`src/rtl/cdb_arbiter.sv`:
```
// cdb_arbiter: merges results from the ALU, MUL and DIV units onto a single
// common data bus toward the ROB. Each source feeds its own DEPTH-entry FIFO;
// a round-robin arbiter pops at most one head per cycle and registers it onto
// the CDB outputs one edge later.
//
// Ports:
//   clk, rst (synchronous, active-high)
//   ROB_Flush                      discard all buffered results
//   {alu,mul,div}_valid/value/PC   source result handshake and payload
//   {alu,mul,div}_ready            FIFO can accept a result this cycle
//   cdb_done/cdb_value/cdb_PC      registered completion strobe and payload
//   cdb_src                        winner: 0 = ALU, 1 = MUL, 2 = DIV
//   conflict_count                 only with CDB_CONFLICT_CNT_EN defined:
//                                  saturating count of cycles where two or
//                                  more FIFOs were non-empty
//
// Optional feature macro: CDB_CONFLICT_CNT_EN

package cdb_arbiter_pkg;
  localparam int unsigned DATA_W  = 32;
  localparam int unsigned NUM_SRC = 3;

  typedef struct packed {
    logic [DATA_W-1:0] value;
    logic [DATA_W-1:0] pc;
  } cdb_entry_t;
endpackage

module cdb_arbiter
  import cdb_arbiter_pkg::*;
#(
  parameter int unsigned DEPTH = 4
) (
  input  logic        clk,
  input  logic        rst,
  input  logic        ROB_Flush,
  input  logic        alu_valid,
  input  logic [31:0] alu_value,
  input  logic [31:0] alu_PC,
  input  logic        mul_valid,
  input  logic [31:0] mul_value,
  input  logic [31:0] mul_PC,
  input  logic        div_valid,
  input  logic [31:0] div_value,
  input  logic [31:0] div_PC,
  output logic        alu_ready,
  output logic        mul_ready,
  output logic        div_ready,
  output logic        cdb_done,
  output logic [31:0] cdb_value,
  output logic [31:0] cdb_PC,
  output logic [1:0]  cdb_src
`ifdef CDB_CONFLICT_CNT_EN
  ,
  output logic [15:0] conflict_count
`endif
);

  localparam int unsigned PTR_W = (DEPTH > 1) ? $clog2(DEPTH) : 1;
  localparam int unsigned CNT_W = $clog2(DEPTH + 1);

  logic [NUM_SRC-1:0] in_valid;
  cdb_entry_t         in_entry [NUM_SRC];

  logic [NUM_SRC-1:0] ready_c;
  logic [NUM_SRC-1:0] push;
  logic [NUM_SRC-1:0] pop;
  logic [NUM_SRC-1:0] nonempty;

  logic [PTR_W-1:0]   rd_ptr [NUM_SRC];
  logic [PTR_W-1:0]   wr_ptr [NUM_SRC];
  logic [CNT_W-1:0]   count  [NUM_SRC];
  cdb_entry_t         mem    [NUM_SRC][DEPTH];
  cdb_entry_t         head   [NUM_SRC];

  logic               grant_valid;
  logic [1:0]         grant_idx;
  logic [1:0]         rr_ptr;
  logic [1:0]         rr_next;
  cdb_entry_t         grant_entry;

  // Gather the three source interfaces into indexable form.
  assign in_valid = {div_valid, mul_valid, alu_valid};

  always_comb begin
    in_entry[0].value = alu_value;
    in_entry[0].pc    = alu_PC;
    in_entry[1].value = mul_value;
    in_entry[1].pc    = mul_PC;
    in_entry[2].value = div_value;
    in_entry[2].pc    = div_PC;
  end

  // Ready depends only on the current count: a full FIFO never accepts,
  // even when it is being popped in the same cycle.
  always_comb begin
    ready_c  = '0;
    push     = '0;
    nonempty = '0;
    for (int i = 0; i < NUM_SRC; i++) begin
      ready_c[i]  = !rst && !ROB_Flush && (count[i] < CNT_W'(DEPTH));
      push[i]     = in_valid[i] && ready_c[i];
      nonempty[i] = (count[i] != '0);
      head[i]     = mem[i][rd_ptr[i]];
    end
  end

  assign alu_ready = ready_c[0];
  assign mul_ready = ready_c[1];
  assign div_ready = ready_c[2];

  // Round-robin scan starting at rr_ptr and wrapping modulo 3.
  always_comb begin
    grant_valid = |nonempty;
    grant_idx   = 2'd0;
    case (rr_ptr)
      2'd1: begin
        if      (nonempty[1]) grant_idx = 2'd1;
        else if (nonempty[2]) grant_idx = 2'd2;
        else                  grant_idx = 2'd0;
      end
      2'd2: begin
        if      (nonempty[2]) grant_idx = 2'd2;
        else if (nonempty[0]) grant_idx = 2'd0;
        else                  grant_idx = 2'd1;
      end
      default: begin
        if      (nonempty[0]) grant_idx = 2'd0;
        else if (nonempty[1]) grant_idx = 2'd1;
        else                  grant_idx = 2'd2;
      end
    endcase

    rr_next = (grant_idx == 2'd2) ? 2'd0 : grant_idx + 2'd1;

    // Flush and reset suppress the pop so no entry is consumed silently.
    pop = '0;
    if (grant_valid && !rst && !ROB_Flush) begin
      pop = NUM_SRC'(1) << grant_idx;
    end

    case (grant_idx)
      2'd1:    grant_entry = head[1];
      2'd2:    grant_entry = head[2];
      default: grant_entry = head[0];
    endcase
  end

  // FIFO bookkeeping, arbiter pointer and registered CDB outputs.
  always_ff @(posedge clk) begin
    if (rst) begin
      for (int i = 0; i < NUM_SRC; i++) begin
        rd_ptr[i] <= '0;
        wr_ptr[i] <= '0;
        count[i]  <= '0;
      end
      rr_ptr    <= 2'd0;
      cdb_done  <= 1'b0;
      cdb_value <= '0;
      cdb_PC    <= '0;
      cdb_src   <= 2'd0;
    end else if (ROB_Flush) begin
      for (int i = 0; i < NUM_SRC; i++) begin
        rd_ptr[i] <= '0;
        wr_ptr[i] <= '0;
        count[i]  <= '0;
      end
      rr_ptr   <= 2'd0;
      cdb_done <= 1'b0;
    end else begin
      for (int i = 0; i < NUM_SRC; i++) begin
        if (push[i]) wr_ptr[i] <= wr_ptr[i] + PTR_W'(1);
        if (pop[i])  rd_ptr[i] <= rd_ptr[i] + PTR_W'(1);
        if (push[i] && !pop[i]) begin
          count[i] <= count[i] + CNT_W'(1);
        end else if (!push[i] && pop[i]) begin
          count[i] <= count[i] - CNT_W'(1);
        end
      end
      if (grant_valid) begin
        cdb_done  <= 1'b1;
        cdb_value <= grant_entry.value;
        cdb_PC    <= grant_entry.pc;
        cdb_src   <= grant_idx;
        rr_ptr    <= rr_next;
      end else begin
        cdb_done  <= 1'b0;
      end
    end
  end

  // Storage is not reset; pointers and counts alone define validity.
  always_ff @(posedge clk) begin
    for (int i = 0; i < NUM_SRC; i++) begin
      if (push[i]) mem[i][wr_ptr[i]] <= in_entry[i];
    end
  end

`ifdef CDB_CONFLICT_CNT_EN
  logic multi_c;

  assign multi_c = (nonempty[0] && nonempty[1]) ||
                   (nonempty[0] && nonempty[2]) ||
                   (nonempty[1] && nonempty[2]);

  // Saturating count of cycles with competing non-empty FIFOs.
  always_ff @(posedge clk) begin
    if (rst || ROB_Flush) begin
      conflict_count <= 16'h0000;
    end else if (multi_c && (conflict_count != 16'hFFFF)) begin
      conflict_count <= conflict_count + 16'd1;
    end
  end
`endif

endmodule

```
`config.mk`:
```
export PLATFORM = sky130hd
export DESIGN_NAME = cdb_arbiter
export DESIGN_NICKNAME = d
export VERILOG_FILES = /design/src/rtl/cdb_arbiter.sv
export SDC_FILE = /design/constraint.sdc
export NUM_CORES = 1
export LEC_CHECK = 0
export CAP_MARGIN = 10
export CORE_MARGIN = 5
export CORE_UTILIZATION = 55
export DETAILED_ROUTE_END_ITERATION = 12
export PLACE_DENSITY = 0.82
export SYNTH_ARGS = -nofsm -noshare
export SYNTH_HDL_FRONTEND = slang
export SYNTH_SLANG_ARGS = --single-unit
export TNS_END_PERCENT = 50
```
`constraint.sdc`:
```
create_clock -name clk -period 4.79 [get_ports clk]
set_clock_uncertainty 0.1 [all_clocks]
set_input_delay 0.958 -clock clk [delete_from_list [all_inputs] [get_ports clk]]
set_output_delay 0.958 -clock clk [all_outputs]
set_load 0.1 [all_outputs]
```
* Word level (Yosys, flattened, before mapping)
Memories as Yosys holds them, arrays and structs flattened.
Index checks and enable logic that the tools add are counted.
Widths: inputs -> output; s select.
** Storage, ports and cells
- Output and inout bits :: 70
- Word-level logic and storage cells :: 205
- Memories kept :: 4
- RAM bits :: 789
- Register bits after elaboration :: 69
** Operators by class
- Muxes and demuxes :: 106
- Bitwise operators :: 28
- Reductions and logical operators :: 32
- Order comparisons :: 12
- Add/subtract/negate cells :: 13
- Eq/ne operators :: 4
- Shift operators :: 1
** Memories
- mem :: words 3, bits a word 256, rd ports 3, clocked after Yosys merged registers in 0, wr ports 3, line 73 : cdb_entry_t mem [NUM_SRC][DEPTH];
- count :: words 3, bits a word 3, rd ports 3, clocked after Yosys merged registers in 0, wr ports 3, line 72 : logic [CNT_W-1:0] count [NUM_SRC];
- rd_ptr :: words 3, bits a word 2, rd ports 3, clocked after Yosys merged registers in 0, wr ports 3, line 70 : logic [PTR_W-1:0] rd_ptr [NUM_SRC];
- wr_ptr :: words 3, bits a word 2, rd ports 3, clocked after Yosys merged registers in 0, wr ports 3, line 71 : logic [PTR_W-1:0] wr_ptr [NUM_SRC];
** Operators with widths (count)
- $mux 256 :: 3
- $mux 64 :: 9
- $bmux 64 s2 :: 3
- $demux 64 s2 :: 3
- $pmux 64 s2 :: 1
- $mux 1 :: 58
- $mux 2 :: 18
- $mux 3 :: 10
- $or 1x1->1 :: 21
- $ge 3x3->1 const B :: 6
- $logic_and 1x1->1 :: 18
- $not 2->3 :: 6
- $add 2x1->2 const B :: 7
- $add 3x1->3 const B :: 3
- $lt 3x1->1 const B :: 3
- $lt 3x3->1 const B :: 3
- $reduce_bool 3->1 :: 3
- $sub 3x1->3 const B :: 3
- $logic_not 1->1 :: 8
- $eq 2x1->1 const B :: 2
- $eq 2x2->1 const B :: 2
- $pmux 2 s2 :: 1
- $reduce_or 3->1 :: 1
- $shl 1x2->3 const A :: 1
- other kinds (3) :: 3

* Longest topological paths before layout
An unclocked memory read counts as a cell.
- Depth after elaboration :: 15
- Mapped depth :: 16

* Least setup slack after synthesis
No wires, ideal clock.
- Kind :: input-to-reg
- Start point :: in rst
- End point :: mem mem[0][512] (netlist bit), enable pin
- Path slack :: 884 ps
- Arrival :: 3377 ps
- Stages :: 5
- Cells stage by stage :: or2_4 > buf_2 > nor3_1 > clkbuf_4 > and2_1
** RTL lines
- start, declared :: line 35 : input logic rst,
- end, declared :: line 73

==> run_summary.xml <==
<?xml version="1.0" encoding="UTF-8"?>
<metrics>
  <group name="run_status">
    <metric name="run_status" unit="">finished clean</metric>
  </group>
  <group name="timing">
    <metric name="report.final.setup_viol" unit="">0</metric>
    <metric name="timing.max_slew.rel_slack" unit="%">22.3</metric>
    <metric name="hold_viol_final" unit="">0</metric>
    <metric name="rsz0062_at_grt" unit="">no</metric>
    <metric name="timing.final.crit_period" unit="ns">3.87</metric>
    <metric name="worst_slack" unit="ns">0.920</metric>
    <metric name="post-route-period-util" unit="%">80.8</metric>
    <metric name="fin_worst_hold_slack" unit="ns">0.440</metric>
    <metric name="finalMaxSlewViolations" unit="">0</metric>
    <metric name="fmax" unit="MHz">258</metric>
    <metric name="tightestPinTransition" unit="ns">1.16</metric>
    <metric name="final.setup.tns" unit="ns">0</metric>
  </group>
  <group name="synth">
    <metric name="postSynth.asyncResetShare" unit="%">0</metric>
    <metric name="synth-warning-count" unit="">0</metric>
    <metric name="syn-instance-count" unit="">1554</metric>
    <metric name="synth.net_count" unit="">1775</metric>
    <metric name="synth_edf_count" unit="">789</metric>
    <metric name="synth.distinct_cells" unit="">56</metric>
    <metric name="post_synth_instance_area" unit="um^2">32600</metric>
    <metric name="yosysSeqAreaShare" unit="%">77.0</metric>
    <metric name="dominantRegCellSynth" unit="">sky130_fd_sc_hd__edfxtp_1</metric>
    <metric name="yosys_register_bits" unit="">858</metric>
    <metric name="postSynthAreaPerCell" unit="um^2">21.0</metric>
  </group>
  <group name="placed_design">
    <metric name="placedInstanceArea" unit="um^2">36300</metric>
    <metric name="placement.setup.worst_slack" unit="ns">0.955</metric>
    <metric name="dp_hpwl" unit="um">47000</metric>
    <metric name="gp_congestion" unit="">0.786</metric>
    <metric name="io_buffers" unit="">267</metric>
    <metric name="place_inst" unit="">2542</metric>
  </group>
  <group name="die">
    <metric name="floorplan.die_area" unit="um^2">64200</metric>
    <metric name="core" unit="um^2">58800</metric>
    <metric name="boundaryPins" unit="">268</metric>
    <metric name="initial_core_util" unit="%">55.4</metric>
    <metric name="die_ht" unit="um">253</metric>
    <metric name="count_of_standard_cell_rows" unit="">89</metric>
    <metric name="die_w" unit="um">253</metric>
  </group>
  <group name="finish">
    <metric name="leading_cell_type_in_the_layout_fill_and_taps_excluded" unit="">sky130_fd_sc_hd__edfxtp_1</metric>
    <metric name="num-nets-final" unit="">2077</metric>
    <metric name="seq_area" unit="um^2">25100</metric>
    <metric name="most-common-layout-cells" unit="">sky130_fd_sc_hd__edfxtp_1 (789), sky130_fd_sc_hd__clkdlybuf4s50_1 (263), sky130_fd_sc_hd__mux4_2 (192), sky130_fd_sc_hd__nor2_1 (87), sky130_fd_sc_hd__clkbuf_16 (86)</metric>
    <metric name="layout_overhead_on_the_synthesized_area" unit="%">19.9</metric>
    <metric name="drive_above_1_share" unit="%">20.3</metric>
    <metric name="final_cell_area" unit="um^2">39000</metric>
    <metric name="multi_input_area" unit="um^2">7080</metric>
    <metric name="fillers" unit="">3632</metric>
    <metric name="final_cell_count_no_fill" unit="">2716</metric>
    <metric name="final_core_utilization" unit="%">66.4</metric>
  </group>
  <group name="setup_path">
    <metric name="cp-endpoint" unit="">count[1][2]</metric>
    <metric name="cpPeakStageDelay" unit="ns">0.48</metric>
    <metric name="worstPathArrival" unit="ns">4.14</metric>
    <metric name="worst-r2r-cell-count" unit="">16</metric>
    <metric name="regToRegEndpoint" unit="">count[1][2]</metric>
    <metric name="cp.depth" unit="">16</metric>
    <metric name="cp_startpoint_kind" unit="">flop</metric>
    <metric name="path_buf_inv" unit="">3</metric>
    <metric name="worstSetupEndpointType" unit="">flop</metric>
    <metric name="worst_path_max_fanout" unit="">30</metric>
    <metric name="master_of_the_slowest_instance_on_the_critical_path" unit="">sky130_fd_sc_hd__ha_4</metric>
    <metric name="critical_path.cell_chain" unit="">inv_1 -&gt; ha_1 -&gt; nor2b_2 -&gt; a32oi_1 -&gt; nor2_1 -&gt; a31oi_1 -&gt; inv_1 -&gt; ha_4 -&gt; o311ai_4 -&gt; nor2_1 -&gt; inv_1 -&gt; fa_1 -&gt; xor2_1 -&gt; nor2_1 -&gt; nand2_1 -&gt; o311ai_1</metric>
    <metric name="critical_path_required" unit="ns">5.06</metric>
    <metric name="worst_r2r_startpoint" unit="">count[2][0]</metric>
    <metric name="critical_path_class" unit="">flop to flop</metric>
    <metric name="startpoint" unit="">count[2][0]</metric>
    <metric name="timing.critical_path.max_delay_family" unit="">adder cells</metric>
    <metric name="reg2reg_slack" unit="ns">0.92</metric>
  </group>
  <group name="global_routing">
    <metric name="grt.overflow.total" unit="">0</metric>
    <metric name="grt_max_degree" unit="">73</metric>
    <metric name="initial_antenna_violation_count" unit="">31</metric>
    <metric name="first_global_vias" unit="">17500</metric>
    <metric name="grt_util_all_layers" unit="%">23.8</metric>
    <metric name="grt_pass1_wl" unit="um">113000</metric>
  </group>
  <group name="power">
    <metric name="ir_drop" unit="mV">0.507</metric>
    <metric name="total_power" unit="mW">21.7</metric>
    <metric name="power.density" unit="nW/um^2">555</metric>
    <metric name="static_leakage" unit="nW">12.4</metric>
  </group>
  <group name="clocking">
    <metric name="clock_tree.htree_level_count" unit="">3</metric>
    <metric name="postcts_setup_bufs" unit="">0</metric>
    <metric name="cts.clk_slew.worst_paths" unit="ns">0.06</metric>
    <metric name="clock_path_buffers" unit="">3</metric>
    <metric name="tritoncts_clock_tree" unit="">done</metric>
    <metric name="cts.sink_count" unit="">858</metric>
    <metric name="post_cts_hold_buffer_count" unit="">0</metric>
    <metric name="cts_made_buffers" unit="">84</metric>
    <metric name="clock_insertion_delay_worst_skew" unit="ns">0.63</metric>
    <metric name="cell_chosen_for_the_clock_root" unit="">sky130_fd_sc_hd__clkbuf_16</metric>
    <metric name="post_cts.resized_instances" unit="">0</metric>
  </group>
  <group name="routing">
    <metric name="detail-route-antenna-nets" unit="">0</metric>
    <metric name="drc_errors" unit="">0</metric>
    <metric name="postRouteWirelength" unit="um">76800</metric>
    <metric name="drt_iter0_drc" unit="">1576</metric>
    <metric name="vias_per_cell" unit="">6.16</metric>
    <metric name="route.detailed.wl_per_inst" unit="um">28.3</metric>
    <metric name="drt_pass1_iterations" unit="">7</metric>
    <metric name="route.vias.total" unit="">16700</metric>
  </group>
  <group name="hold_path">
    <metric name="hold_class" unit="">flop to flop</metric>
    <metric name="whs_path_depth" unit="">2</metric>
  </group>
  <group name="job">
    <metric name="cap_violations" unit="">0</metric>
  </group>
</metrics>
-- routing by layer --
layer / track usage, % / part of all wire (%) / wire length, um
met5: 0 / 0.24 / 186
met4: 8.24 / 2.6 / 2000
met3: 7.09 / 10 / 7990
met2: 38.6 / 51 / 39000
met1: 31.4 / 36 / 27700
-- worst min-delay path, cell delays in order (launching register included) --
cell and delay [ns]:
sky130_fd_sc_hd__dfxtp_1 0.33, sky130_fd_sc_hd__nor2_1 0.11, sky130_fd_sc_hd__a211oi_1 0.05
-- cells in the mapped netlist (2+ instances only) --
cell type | instances | area share, %
sky130_fd_sc_hd__edfxtp_1 | 789 | 73
sky130_fd_sc_hd__mux4_2 | 192 | 13
sky130_fd_sc_hd__nor2_1 | 87 | 1.0
sky130_fd_sc_hd__dfxtp_1 | 69 | 4.2
sky130_fd_sc_hd__nor2b_1 | 67 | 1.3
sky130_fd_sc_hd__a221oi_1 | 64 | 1.7
sky130_fd_sc_hd__o22ai_1 | 64 | 1.2
sky130_fd_sc_hd__clkbuf_1 | 52 | 0.60
sky130_fd_sc_hd__buf_2 | 28 | 0.43
sky130_fd_sc_hd__ha_1 | 21 | 0.81
sky130_fd_sc_hd__inv_1 | 18 | 0.21
sky130_fd_sc_hd__and2_1 | 12 | 0.23
sky130_fd_sc_hd__nand2_1 | 11 | 0.13
sky130_fd_sc_hd__a21oi_1 | 8 | 0.12
sky130_fd_sc_hd__nand3_1 | 5 | 0.077
sky130_fd_sc_hd__nand2b_1 | 4 | 0.077
sky130_fd_sc_hd__xor2_1 | 4 | 0.11
sky130_fd_sc_hd__a211oi_1 | 3 | 0.069
sky130_fd_sc_hd__buf_1 | 3 | 0.035
sky130_fd_sc_hd__nor3_4 | 3 | 0.15
sky130_fd_sc_hd__or3_1 | 3 | 0.058
sky130_fd_sc_hd__xnor2_1 | 3 | 0.081
sky130_fd_sc_hd__a21oi_2 | 2 | 0.054
sky130_fd_sc_hd__clkbuf_4 | 2 | 0.046
sky130_fd_sc_hd__clkbuf_8 | 2 | 0.085
sky130_fd_sc_hd__fa_1 | 2 | 0.12
sky130_fd_sc_hd__inv_2 | 2 | 0.023
sky130_fd_sc_hd__nand2_2 | 2 | 0.038
sky130_fd_sc_hd__nand4_1 | 2 | 0.038
sky130_fd_sc_hd__nor3_1 | 2 | 0.031
sky130_fd_sc_hd__o21ai_0 | 2 | 0.031
sky130_fd_sc_hd__o31ai_1 | 2 | 0.046
-- layout make-up --
type	instances	share of cell area, %
clock buffer	126	6.20
timing repair buffer	304	7.93
multi-input combinational	588	18.1
tap	773	2.48
clock inverter	31	0.731
antenna	16	0.103
sequential	858	64.2
inverter	20	0.192
-- flip-flops by register name, indices dropped and copies added, names as in the netlist --
signal / flops
mem: 768
wr_ptr: 6
cdb_PC: 32
cdb_src: 2
rd_ptr: 6
cdb_value: 32
cdb_done: 1
count: 9
rr_ptr: 2
-- kinds of logic after synthesis --
group	count (synthesis)	synth area share [%]
DFF	858	77.0
adders and majority gates	23	0.930
AOI/OAI and AO/OA	157	3.72
xor gates and xnor gates	7	0.188
buffers and inverters	108	1.49
muxes	194	13.4
and+or+nand+nor	207	3.33
-- power by group --
part	switching (mW)	internal, mW
Combinational	4.08	2.12
Sequential	0.322	8.72
Clock	2.70	3.72
Total	7.10	14.6
-- worst min path at each step --
stage | start | end | slack [ns]
after CTS | cdb_src[0] | cdb_src[0] | 0.44
after detailed placement | cdb_src[0] | cdb_src[0] | 0.42
after global placement | cdb_src[1] | cdb_src[1] | 0.42
after floorplan | count[2][0] | count[2][0] | 0.46
after global routing | cdb_src[0] | cdb_src[0] | 0.47
final | cdb_src[0] | cdb_src[0] | 0.44
Note: power is estimated with default switching activity, not from simulation.
